<file path="config.mk">
export PLATFORM = sky130hd
export DESIGN_NAME = obj_scan_ctrl
export DESIGN_NICKNAME = d
export VERILOG_FILES = /design/src/rtl/obj_pkg.sv /design/src/rtl/obj_confirm_filter.sv /design/src/rtl/obj_scan_ctrl.sv
export SDC_FILE = /design/constraint.sdc
export NUM_CORES = 1
export LEC_CHECK = 0
export ABC_AREA = 1
export CAP_MARGIN = 20
export CORE_MARGIN = 5
export CORE_UTILIZATION = 59
export CTS_BUF_LIST = sky130_fd_sc_hd__clkbuf_16
export DETAILED_ROUTE_END_ITERATION = 7
export PLACE_DENSITY = 0.91
export SLEW_MARGIN = 0
export SYNTH_ARGS = -nofsm -noshare
export SYNTH_HDL_FRONTEND = slang
export SYNTH_HIERARCHICAL = 1
export SYNTH_SLANG_ARGS = --single-unit
</file>
<file path="constraint.sdc">
create_clock -name clk -period 5.2 [get_ports clk]
set_clock_uncertainty 0.1 [all_clocks]
set_input_delay 0.78 -clock clk [delete_from_list [all_inputs] [get_ports clk]]
set_output_delay 0.78 -clock clk [all_outputs]
set_load 0.02 [all_outputs]
</file>
<file path="src/rtl/obj_pkg.sv">
// Shared definitions for the proximity-sensor scan controller.
package obj_pkg;

    localparam logic [1:0] FRONT = 2'd0;
    localparam logic [1:0] LEFT  = 2'd1;
    localparam logic [1:0] RIGHT = 2'd2;
    localparam logic [1:0] BACK  = 2'd3;

    typedef enum logic [1:0] {
        IDLE   = 2'd0,
        TRIG   = 2'd1,
        LISTEN = 2'd2,
        GAP    = 2'd3
    } scan_state_t;

    function automatic int max3(input int a, input int b, input int c);
        int m;
        m = (a > b) ? a : b;
        return (m > c) ? m : c;
    endfunction

endpackage

</file>
<file path="src/rtl/obj_confirm_filter.sv">
// Per-sensor debounce: the flag toggles only after CONFIRM consecutive
// committed results that disagree with it.
module obj_confirm_filter #(
    parameter int CONFIRM = 2
) (
    input  logic clk,
    input  logic reset,
    input  logic commit,
    input  logic hit,
    output logic flag
);

    localparam int CNT_W = $clog2(CONFIRM + 1);

    logic [CNT_W-1:0] cnt;

    always_ff @(posedge clk or posedge reset) begin
        if (reset) begin
            flag <= 1'b0;
            cnt  <= '0;
        end else if (commit) begin
            if (hit == flag) begin
                cnt <= '0;
            end else if (cnt == CNT_W'(CONFIRM - 1)) begin
                flag <= ~flag;
                cnt  <= '0;
            end else begin
                cnt <= cnt + CNT_W'(1);
            end
        end
    end

endmodule

</file>
<file path="src/rtl/obj_scan_ctrl.sv">
// Round-robin trigger/listen scheduler for four ranging sensors with
// per-sensor confirmation filtering of the echo results.
//
// state  | meaning
// IDLE   | scan stopped, sel holds the next sensor to fire
// TRIG   | trigger pulse on sensor sel
// LISTEN | echo window for sensor sel, hit accumulates
// GAP    | dead time before the next slot
module obj_scan_ctrl
    import obj_pkg::*;
#(
    parameter int TRIG_CYCLES   = 10,
    parameter int WINDOW_CYCLES = 64,
    parameter int GAP_CYCLES    = 16,
    parameter int CONFIRM       = 2
) (
    input  logic       clk,
    input  logic       reset,
    input  logic       enable,
    input  logic [3:0] echo,
    output logic [3:0] trig,
    output logic [1:0] sel,
    output logic       front_sensor,
    output logic       left_sensor,
    output logic       right_sensor,
    output logic       back_sensor,
    output logic       frame_done,
    output logic       busy
);

    localparam int CTR_W = $clog2(max3(TRIG_CYCLES, WINDOW_CYCLES, GAP_CYCLES) + 1);
    localparam logic [CTR_W-1:0] TRIG_LOAD = CTR_W'(TRIG_CYCLES - 1);
    localparam logic [CTR_W-1:0] WIN_LOAD  = CTR_W'(WINDOW_CYCLES - 1);
    localparam logic [CTR_W-1:0] GAP_LOAD  = CTR_W'(GAP_CYCLES - 1);

    scan_state_t      state, state_nxt;
    logic [CTR_W-1:0] ctr, ctr_nxt;
    logic [1:0]       sel_nxt;
    logic             hit, hit_nxt, hit_commit;
    logic             commit;
    logic [3:0]       trig_nxt;
    logic             busy_nxt, frame_done_nxt;
    logic [3:0]       flags;

    always_ff @(posedge clk or posedge reset) begin
        if (reset) begin
            state      <= IDLE;
            ctr        <= '0;
            sel        <= FRONT;
            hit        <= 1'b0;
            trig       <= '0;
            busy       <= 1'b0;
            frame_done <= 1'b0;
        end else begin
            state      <= state_nxt;
            ctr        <= ctr_nxt;
            sel        <= sel_nxt;
            hit        <= hit_nxt;
            trig       <= trig_nxt;
            busy       <= busy_nxt;
            frame_done <= frame_done_nxt;
        end
    end

    always_comb begin
        state_nxt = state;
        ctr_nxt   = ctr - CTR_W'(1);
        sel_nxt   = sel;
        case (state)
            IDLE: begin
                ctr_nxt = TRIG_LOAD;
                if (enable) state_nxt = TRIG;
            end
            TRIG: begin
                if (ctr == '0) begin
                    state_nxt = LISTEN;
                    ctr_nxt   = WIN_LOAD;
                end
            end
            LISTEN: begin
                if (ctr == '0) begin
                    state_nxt = GAP;
                    ctr_nxt   = GAP_LOAD;
                end
            end
            GAP: begin
                if (ctr == '0) begin
                    sel_nxt   = sel + 2'd1;
                    ctr_nxt   = TRIG_LOAD;
                    state_nxt = enable ? TRIG : IDLE;
                end
            end
            default: state_nxt = IDLE;
        endcase
    end

    // Outputs are computed from the next state so they register in step with it.
    always_comb begin
        commit         = (state == LISTEN) && (ctr == '0);
        hit_commit     = hit | echo[sel];
        hit_nxt        = (state == LISTEN) && !commit ? hit_commit : 1'b0;
        trig_nxt       = (state_nxt == TRIG) ? (4'b0001 << sel_nxt) : 4'b0000;
        busy_nxt       = (state_nxt != IDLE);
        frame_done_nxt = (state == GAP) && (ctr == '0) && (sel == BACK);
    end

    for (genvar i = 0; i < 4; i++) begin : g_filter
        obj_confirm_filter #(.CONFIRM(CONFIRM)) u_filter (
            .clk    (clk),
            .reset  (reset),
            .commit (commit && (sel == 2'(i))),
            .hit    (hit_commit),
            .flag   (flags[i])
        );
    end

    assign front_sensor = flags[FRONT];
    assign left_sensor  = flags[LEFT];
    assign right_sensor = flags[RIGHT];
    assign back_sensor  = flags[BACK];

endmodule

</file>
; After elaboration in Yosys (flattened, before gate mapping)
; Index checks and enable logic that the tools add are counted.
[totals]
latchBits = 0
input_bits = 7
reg_bits = 30
output_inout_bits = 12
word_cells = 88
mem_count = 0
ram_bits = 0
romBits = 0
[classes]
bitwise = 9
n_shift = 1
n_mul = 0
mux = 24
n_lt_le_gt_ge = 1
n_reduce_logical = 17
div = 0
addsub = 6
eq_ne = 15
[op_table]
columns = op, count
row1 = $mux 2, 14
row2 = $pmux 7 s4, 1
row3 = $mux 7, 3
row4 = $eq 2x1->1 const B, 7
row5 = $reduce_and 3->1, 4
row6 = $add 2x1->2 const B, 5
row7 = $eq 2x2->1 const B, 4
row8 = $logic_and 1x1->1, 8
row9 = $not 1->1, 8
row10 = $pmux 2 s4, 1
row11 = $logic_not 7->1, 1
row12 = $sub 7x1->7 const B, 1
row13 = $eq 1x1->1, 4
row14 = $logic_not 2->1, 2
row15 = $mux 4, 1
row16 = $shl 1x2->4 const A, 1
row17 = $lt 2x3->1 const B, 1
row18 = $mux 1, 3
row19 = $bmux 1 s2, 1
row20 = $reduce_bool 2->1, 1
row21 = $logic_not 1->1, 1
row22 = $or 1x1->1, 1

; Depth between registers and ports, before layout
; Gate-level depths: netlist of run 1.
[logic_depth]
depth_word = 6
mapped_depth = 10
mapped_depth_nobuf = 10

; Cells and area by module
; The synthesis of run 1 kept the hierarchy.
[by_module_without_submodules]
columns = module, area_each_um2, seq_area_each_um2, cells_each, n_inst
row1 = obj_scan_ctrl, 1009.7, 450.4, 126, 1
row2 = obj_confirm_filter, 160.2, 75.1, 24, 4

; Worst setup path after synthesis of run 1
; No wires, ideal clock.
[synth_path]
path_type = in2reg
from = input echo[1]
to = register g_filter[0].u_filter.cnt[0]
setup_time_ns = 0.065
path_slack_ns = 3.489
arrival_ns = 1.546
n_path_buf = 0
cell_stages = 9
required_ns = 5.035
cell_sequence = nand2_1 > a21oi_1 > nor3_1 > inv_1 > inv_1 > nand2_1 > nand2_1 > nand3_1 > nand2_1
[synth_via]
elab_chain_len = 5
[synth_rtl]
columns = item, line_no
row1 = from (decl), obj_scan_ctrl.sv:20  ; input logic [3:0] echo,
row2 = $bmux 1 s2, obj_scan_ctrl.sv:100  ; hit_commit = hit | echo[sel];
row3 = $mux 1 (not written as such), obj_scan_ctrl.sv:100
row4 = $or 1x1->1, obj_scan_ctrl.sv:100
row5 = net hit_commit, obj_scan_ctrl.sv:39  ; logic hit, hit_nxt, hit_commit;
row6 = $eq 1x1->1, obj_confirm_filter.sv:22  ; if (hit == flag) begin
row7 = $mux 2, obj_confirm_filter.sv:22
row8 = to (signal assigned), obj_confirm_filter.sv:28  ; cnt <= cnt + CNT_W'(1);
row9 = to (decl), obj_confirm_filter.sv:15  ; logic [CNT_W-1:0] cnt;
; The timed path passes the listed nets, and every way through them passes these cells. The select of a mux whose other input is x is not followed.
; A chain may end at the register's enable or synchronous reset.

; Final worst setup path of run 1
[layout_path]
from = register sel[0]
to = output sel[0]
[layout_rtl]
columns = item, line_no
row1 = from (decl), obj_scan_ctrl.sv:22  ; output logic [1:0] sel,
row2 = from (signal assigned), obj_scan_ctrl.sv:57  ; sel <= sel_nxt;
; No word-level cell between the ends.

==> results of run 1 <==
-- routing by layer --
layer / vias to the layer above / wire (um) / track usage, %
met2: 41 / 1610 / 30.3
met5: - / 0 / 0
met4: 0 / 85 / 8.75
met3: 10 / 169 / 6.12
met1: 669 / 1480 / 22.7
li1: 714 / - / -
-- kinds of logic after synthesis --
logic type	after synthesis	share of synthesized area, %
fa+ha+maj	6	4.55
simple gates	124	34.3
buf+inv	51	11.6
flops	30	45.5
compound gates	9	3.03
xor+xnor	2	1.06
-- cell usage after synthesis (all sizes together) --
cell / instances
nand4: 6
a21oi: 5
ha: 6
inv: 51
nand2: 72
o21ai: 2
o21a: 1
nand3: 20
nor2: 24
nor3: 2
o21bai: 1
dfrtp: 30
xnor2: 2
-- final cells by class --
type                            count  area (um2)  area share (%)
Sequential cell                    30         751            37.4
Clock buffer                        5         125            6.23
Timing Repair Buffer               18         180            8.98
Clock inverter                      3        12.5           0.623
Multi-Input combinational cell    141         708            35.3
Inverter                           51         191            9.54
Tap cell                           31        38.8            1.93
-- path summary, 6_finish.rpt --
path	end	slack (ps)	cells past startpoint	start
worst max register to register	g_filter[3].u_filter/flag	3240	10	ctr[0]
worst min-delay path	ctr[0]	340	1	ctr[0]
min in group asynchronous	g_filter[0].u_filter/flag	730	2	reset
worst min register to register	ctr[0]	340	1	ctr[0]
max in group asynchronous	frame_done	3580	2	reset
worst max-delay path	sel[0]	2870	1	sel[0]
-- sequential cells by signal (all words and copies together) (netlist names), 2 cells and up --
register,flops
ctr,7
g_filter.u_filter/cnt,8
g_filter.u_filter/flag,4
sel,2
state,2
trig,4
-- report_power, final --
part / total [W] / internal (W) / switching, W
clock: 0.000265 / 0.000172 / 0.0000930
combinational: 0.000405 / 0.000147 / 0.000258
sequential: 0.000356 / 0.000293 / 0.0000635
-- metrics by stage --
step                power, W  cells  cell area [um2]  worst slack (ps)
floorplan           0.000644    222             1650              3490
global placement    0.000736    271             1870              2970
detailed placement  0.000751    271             1870              2900
CTS                  0.00103    279             2010              2870
global route         0.00111    279             2010              2810
finish               0.00103    279             2010              2870
==> flow_metrics.py, run 1 <==
metrics = {
    "clock_tree": {
        "clkTransAtPathRegs_ps": 50,
        "cts_inserted_buffers": 5,
        "cts-resized-gates": 0,
        "post-cts-setup-buffers": 0,
        "worstSkewPairLatency_ps": 270,
        "clock_path_buffers": 2,
        "ctsHtreeMaxLevel": 2,
        "clock-sinks": 30,
        "cts_tree": "yes",
        "postCtsHoldBufs": 0,
        "root_buffer": "clkbuf_16",
    },
    "setup_path": {
        "cp.arrival_ps": 1450,
        "path_buf_inv": 1,
        "cp_max_fo": 8,
        "end_kind": "primary output",
        "crit_type": "reg -> out",
        "slowest_delay_ps": 670,
        "crit_path_cell_trace": "clkdlybuf4s50_1",
        "cp_top_family": "buffers and inverters",
        "cp_slowest_cell": "clkdlybuf4s50_1",
        "worst_setup_path_start_kind": "flop",
        "critPathRequiredTime_ps": 4320,
    },
    "final_layout": {
        "n_fill_cell": 209,
        "drive_above_1_share_pct": 6.45,
        "final_common_cell": "nand2_1",
        "n_antenna_cell": 0,
        "fin_nets": 260,
        "syn_to_final_growth_pct": 21.6,
        "final_core_util_pct": 74.1,
        "most-common-layout-cells": "68 x nand2_1, 51 x inv_1, 30 x dfrtp_1",
    },
    "logic_synthesis": {
        "syn_avg_cell_area_um2": 7.43,
        "synth_area_um2": 1650,
        "synthTopCellsByArea": "dfrtp_1 45%, nand2_1 15%, inv_1 11%",
        "yosysWarnings": 6,
        "seq_area_frac_synth_pct": 45.5,
        "synthCells": 222,
        "ys_types": 20,
        "post-synth-top-area-cell": "dfrtp_1",
        "synthDominantCellAreaShare_pct": 45.5,
        "syn-num-nets": 235,
        "synth_seq_cells": 30,
    },
    "detailed_routing": {
        "drtAntennaViolNets": 0,
        "wl_per_cell_um": 12.0,
        "drcViolationCount": 0,
        "vias_per_cell": 5.14,
        "drtIter0Drc": 129,
        "wl_um": 3340,
        "firstDrtPassIters": 5,
        "vias": 1434,
    },
    "global_routing": {
        "grt_max_degree": 19,
        "first_global_vias": 1398,
        "grtUsageTotal_pct": 18.8,
        "gr-total-overflow": 0,
        "antenna_found_initial": 0,
        "grt_pass1_wl_um": 5950,
    },
    "timing": {
        "fmax_mhz": 429,
        "fin_hold_ws_ps": 343,
        "rsz0062_at_grt": "false",
        "tightest_slew_ps": 696,
        "layout_min_cycle_time_ps": 2330,
        "maxSlewViolCount": 0,
        "final.setup.tns_ps": 0,
        "slew_headroom_pct": 53.5,
        "post-route-period-util_pct": 44.9,
        "finalHoldViolCount": 0,
        "setup_viol": 0,
    },
    "floorplanning": {
        "die_h_um": 62.9,
        "dieArea_um2": 3960,
        "start_util_pct": 60.9,
        "std_cell_rows": 19,
        "io_pins": 19,
        "die_w_um": 62.9,
        "core_um2": 2710,
    },
    "placed_design": {
        "hpwl_um": 2360,
        "port_buffers": 18,
        "place.gp.congestion": 0.871,
    },
    "run": {
        "drv_cap": 0,
    },
    "power_and_ir_drop": {
        "peakVddDrop_uv": 430,
        "power.leakage_nw": 1.14,
        "power_density_nw_per_um2": 511,
    },
    "min_path": {
        "min_path_type": "reg -> reg",
    },
    "run_status": {
        "run_status": "complete, no violations",
    },
}
Power figures use the tool's default switching activity.
==> inputs of run 2 (changes only) <==
--- a/config.mk
+++ b/config.mk
@@ -8,10 +8,10 @@
 export ABC_AREA = 1
 export CAP_MARGIN = 20
 export CORE_MARGIN = 5
-export CORE_UTILIZATION = 59
+export CORE_UTILIZATION = 55
 export CTS_BUF_LIST = sky130_fd_sc_hd__clkbuf_16
 export DETAILED_ROUTE_END_ITERATION = 7
-export PLACE_DENSITY = 0.91
+export PLACE_DENSITY = 0.86
 export SLEW_MARGIN = 0
 export SYNTH_ARGS = -nofsm -noshare
 export SYNTH_HDL_FRONTEND = slang
==> constraint.sdc (replaced) <==
create_clock -name clk -period 2.2 [get_ports clk]
set_clock_uncertainty 0.1 [all_clocks]
set_input_delay 0.33 -clock clk [delete_from_list [all_inputs] [get_ports clk]]
set_output_delay 0.33 -clock clk [all_outputs]
set_load 0.02 [all_outputs]
==> flow_metrics.py, run 2 (synthesis results as in run 1) <==
metrics = {
    "timing": {
        "worst_slack_ps": 335,
        "rsz0062_at_grt": "false",
        "finalHoldViolCount": 0,
        "slew_headroom_pct": 77.7,
        "maxSlewViolCount": 0,
        "fmax_mhz": 536,
        "final.setup.tns_ps": 0,
        "layout_min_cycle_time_ps": 1860,
        "post-route-period-util_pct": 84.8,
        "setup_viol": 0,
        "tightest_slew_ps": 335,
    },
    "min_path": {
        "min_path_type": "in -> async",
    },
    "detailed_routing": {
        "wl_um": 3100,
        "dr_wl_met3_um": 198,
        "top_layer_used": "met4",
        "vias_per_cell": 4.86,
        "drtIter0Drc": 94,
        "wl_met1_um": 1530,
        "drtAntennaViolNets": 0,
        "vias": 1361,
        "wl_per_cell_um": 11.1,
        "wl_met2_um": 1310,
        "drcViolationCount": 0,
        "firstDrtPassIters": 5,
    },
    "clock_tree": {
        "root_buffer": "clkbuf_16",
        "post-cts-setup-buffers": 0,
        "cts_inserted_buffers": 5,
        "ctsHtreeMaxLevel": 2,
        "postCtsHoldBufs": 0,
        "clock_path_buffers": 2,
        "cts-resized-gates": 0,
        "clkTransAtPathRegs_ps": 50,
        "cts_tree": "yes",
        "clock-sinks": 30,
        "worstSkewPairLatency_ps": 280,
    },
    "global_routing": {
        "gr-total-overflow": 0,
        "grt_pass1_wl_um": 5790,
        "first_global_vias": 1338,
        "grt_max_degree": 11,
        "grtUsageTotal_pct": 18.3,
        "antenna_found_initial": 0,
    },
    "final_layout": {
        "reg_top3": "g_filter.u_filter/cnt: 8 flops, ctr: 7 flops",
        "finalNonFillerCells": 280,
        "n_fill_cell": 225,
        "multiInputGateArea_um2": 708,
        "most-common-layout-cells": "68 x nand2_1, 50 x inv_1, 30 x dfrtp_1",
        "syn_to_final_growth_pct": 22.3,
        "final_common_cell": "nand2_1",
        "fin_nets": 261,
        "largest_reg_flops": 8,
        "largest-register": "g_filter.u_filter/cnt",
        "n_antenna_cell": 0,
        "seqCellArea_um2": 751,
        "drive_above_1_share_pct": 7.23,
    },
    "floorplanning": {
        "start_util_pct": 58.8,
        "dieArea_um2": 4200,
        "core_um2": 2810,
        "io_pins": 19,
        "die_h_um": 64.8,
        "std_cell_rows": 19,
        "die_w_um": 64.8,
    },
    "placed_design": {
        "dp_slack_ps": 323,
        "place.gp.congestion": 0.809,
        "dp.cells": 272,
        "hpwl_um": 2350,
        "port_buffers": 18,
    },
    "run_status": {
        "run_status": "complete, no violations",
    },
    "setup_path": {
        "cp_max_fo": 8,
        "crit_path_cell_trace": "clkdlybuf4s50_1",
        "cp_slowest_cell": "clkdlybuf4s50_1",
        "cp_top_family": "buffers and inverters",
        "cp.arrival_ps": 1430,
        "worst_setup_path_start_kind": "flop",
        "critPathRequiredTime_ps": 1770,
        "end_kind": "primary output",
        "path_buf_inv": 1,
        "crit_type": "reg -> out",
        "slowest_delay_ps": 660,
    },
    "power_and_ir_drop": {
        "power_density_nw_per_um2": 1190,
        "power.leakage_nw": 1.14,
        "peakVddDrop_uv": 963,
    },
    "run": {
        "drv_cap": 0,
    },
}
-- run 2: changes by cell type in the layout (fill, tap and decap cells not counted) --
cell,delta
clkinvlp_4,+1
inv_1,-1
buf_4,+1
-- run 2: cell type report --
| cell class | instances | share of cell area [%] |
|---|---|---|
| clock buffer | 5 | 6.20 |
| clock inverter | 3 | 0.806 |
| inverter | 51 | 9.49 |
| multi-input combinational | 141 | 35.1 |
| sequential | 30 | 37.2 |
| tap | 31 | 1.92 |
| timing repair buffer | 19 | 9.30 |
-- run 2: stage by stage --
step	hold slack [ps]	utilization, %	cell area (um2)	total power (W)
after floorplan	-16.4	-	1650	0.00152
after global placement	322	66.9	1880	0.00175
after detailed placement	327	66.9	1880	0.00177
after CTS	295	71.9	2020	0.00243
after global routing	306	71.9	2020	0.00263
final	300	71.9	2020	0.00241
-- run 2: per-layer routing --
metal,up-vias,global-route usage (%)
met5,-,0
met3,6,7.60
met1,614,25.1
met2,25,25.2
met4,0,7.92
li1,716,-
-- run 2: worst paths after layout --
kind / start / to / slack [ps] / cells after the start
max: sel[0] / sel[0] / 340 / 1
min: reset / g_filter[2].u_filter/flag / 300 / 2
max reg2reg: ctr[0] / g_filter[2].u_filter/flag / 350 / 9
min reg2reg: ctr[0] / ctr[0] / 330 / 1
max in group asynchronous: reset / state[1] / 1140 / 3
min in group clk: ctr[0] / ctr[0] / 330 / 1
-- run 2: where the power goes --
group,total [W],switching [W],internal [W]
Clock,0.000641,0.000230,0.000411
Combinational,0.000927,0.000582,0.000346
Sequential,0.000837,0.000145,0.000692
==> inputs of run 3 (changes only) <==
--- a/config.mk
+++ b/config.mk
@@ -8,10 +8,10 @@
 export ABC_AREA = 1
 export CAP_MARGIN = 20
 export CORE_MARGIN = 5
-export CORE_UTILIZATION = 55
+export CORE_UTILIZATION = 50
 export CTS_BUF_LIST = sky130_fd_sc_hd__clkbuf_16
 export DETAILED_ROUTE_END_ITERATION = 7
-export PLACE_DENSITY = 0.86
+export PLACE_DENSITY = 0.83
 export SLEW_MARGIN = 0
 export SYNTH_ARGS = -nofsm -noshare
 export SYNTH_HDL_FRONTEND = slang
==> constraint.sdc (replaced) <==
create_clock -name clk -period 1.6 [get_ports clk]
set_clock_uncertainty 0.1 [all_clocks]
set_input_delay 0.24 -clock clk [delete_from_list [all_inputs] [get_ports clk]]
set_output_delay 0.24 -clock clk [all_outputs]
set_load 0.02 [all_outputs]
==> flow_metrics.py, run 3 (synthesis results as in run 1) <==
metrics = {
    "power_and_ir_drop": {
        "p_total_w": 0.00366,
        "swShare_pct": 40.1,
        "peakVddDrop_uv": 1130,
        "pwr-share-comb_pct": 44.8,
        "power.leakage_nw": 1.28,
        "power_density_nw_per_um2": 1650,
        "internal-power_w": 0.00219,
        "p_sw_w": 0.00147,
        "power_frac_seq_pct": 31.6,
        "clockPowerShare_pct": 23.6,
    },
    "floorplanning": {
        "io_pins": 19,
        "std_cell_rows": 20,
        "core_um2": 3100,
        "die_w_um": 67.5,
        "die_h_um": 67.5,
        "dieArea_um2": 4550,
        "start_util_pct": 53.2,
    },
    "timing": {
        "setup_viol": 0,
        "maxSlewViolCount": 0,
        "tightest_slew_ps": 263,
        "rsz0062_at_grt": "true",
        "slew_headroom_pct": 82.4,
        "layout_min_cycle_time_ps": 1550,
        "finalHoldViolCount": 0,
        "fmax_mhz": 647,
        "post-route-period-util_pct": 96.6,
    },
    "final_layout": {
        "largest_reg_flops": 8,
        "drive_above_1_share_pct": 18.9,
        "largest-register": "g_filter.u_filter/cnt",
        "fin_nets": 276,
        "most-common-layout-cells": "64 x nand2_1, 46 x inv_1, 29 x dfrtp_1",
        "final_common_cell": "nand2_1",
        "stdcell_area_um2": 2210,
        "n_antenna_cell": 0,
        "reg_top3": "g_filter.u_filter/cnt: 8 flops, ctr: 7 flops",
        "finalNonFillerCells": 308,
        "syn_to_final_growth_pct": 34.0,
    },
    "clock_tree": {
        "clkTransAtPathRegs_ps": 50,
        "ctsHtreeMaxLevel": 2,
        "clock-sinks": 30,
        "postCtsHoldBufs": 0,
        "worstSkewPairLatency_ps": 280,
        "cts_tree": "yes",
        "clock_path_buffers": 2,
        "cts_inserted_buffers": 5,
        "root_buffer": "clkbuf_16",
    },
    "setup_path": {
        "reg2reg_depth": 10,
        "crit_type": "reg -> out",
        "critPathRequiredTime_ps": 1260,
        "end_kind": "primary output",
        "rrSetupSlack_ps": 70,
        "r2r-start": "ctr[2]",
        "worst_setup_path_start_kind": "flop",
        "cp.arrival_ps": 1210,
        "cp_max_fo": 5,
        "crit_path_start": "sel[0]",
    },
    "placed_design": {
        "hpwl_um": 2600,
        "port_buffers": 18,
        "place.gp.congestion": 0.819,
        "dpl_cell_area_um2": 1990,
        "dp.cells": 298,
    },
    "global_routing": {
        "gr-total-overflow": 0,
        "grt_max_degree": 11,
        "first_global_vias": 1414,
        "grtUsageTotal_pct": 19.0,
        "grt_pass1_wl_um": 6220,
        "antenna_found_initial": 0,
    },
    "min_path": {
        "min_path_type": "in -> async",
    },
    "detailed_routing": {
        "wl_um": 3680,
        "drtAntennaViolNets": 0,
        "drcViolationCount": 0,
        "vias_per_cell": 4.66,
        "wl_per_cell_um": 11.9,
        "drtIter0Drc": 72,
        "vias": 1434,
        "firstDrtPassIters": 5,
    },
    "run_status": {
        "run_status": "complete, no violations",
    },
    "run": {
        "drv_cap": 0,
    },
}
## run 3: changes by cell type in the layout (fill, tap and decap cells not counted), sizes merged
cell	change
clkdlybuf4s50	-6
inv	+1
dlygate4sd2	+4
dlymetal6s2s	+2
clkinvlp	-1
buf	+15
## run 3: metrics by stage
step                utilization (%)  setup TNS (ps)  worst slack (ps)  hold slack (ps)
finish                         71.3               0              53.7              236
global route                   71.3            -112             -33.3              255
CTS                            68.9            -155             -38.7              219
detailed placement             64.2           -1440              -140              328
global placement               64.2            -925              -101              321
floorplan                         -            -371             -45.8             -106
## run 3: power by group through the flow
stage	Sequential, W	Clock [W]	Combinational (W)
floorplan	0.00119	0	0.000905
global placement	0.00114	0	0.00145
detailed placement	0.00114	0	0.00150
CTS	0.00113	0.000890	0.00151
global route	0.00118	0.000939	0.00187
finish	0.00115	0.000864	0.00164
## run 3: area by class of cell
cell class | count | area (um2)
Clock buffer | 5 | 125
Tap cell | 44 | 55.1
Inverter | 51 | 194
Sequential cell | 30 | 752
Multi-Input combinational cell | 141 | 772
Fill cell | 259 | 892
Clock inverter | 3 | 12.5
Timing Repair Buffer | 34 | 300
## run 3: layer usage
| metal | share of wire [%] | wire length [um] | up-vias | track usage (%) |
|---|---|---|---|---|
| met5 | 0 | 0 | - | 0 |
| met4 | 2.4 | 87 | 0 | 9.37 |
| met3 | 5.5 | 201 | 7 | 7.65 |
| met2 | 46 | 1700 | 34 | 27.0 |
| met1 | 46 | 1690 | 647 | 25.0 |
| li1 | - | - | 746 | - |
## run 3: what timing repair did
item,in CTS,in global routing
pin swaps,1,5
setup buffers,0,2
endpoints found under the setup margin,16,26
resized for setup,9,19
## run 3: path summary, 6_finish.rpt
check / to
worst max-delay path: sel[0]
worst min-delay path: g_filter[2].u_filter/cnt[0]
worst max register to register: g_filter[2].u_filter/flag
worst min register to register: ctr[0]
max in group asynchronous: busy
min in group clk: ctr[0]
## run 3: critical path, stage by stage, from the launching register on
cell           delay (ps)
dfrtp_2               440
buf_4                 170
dlygate4sd2_1         320
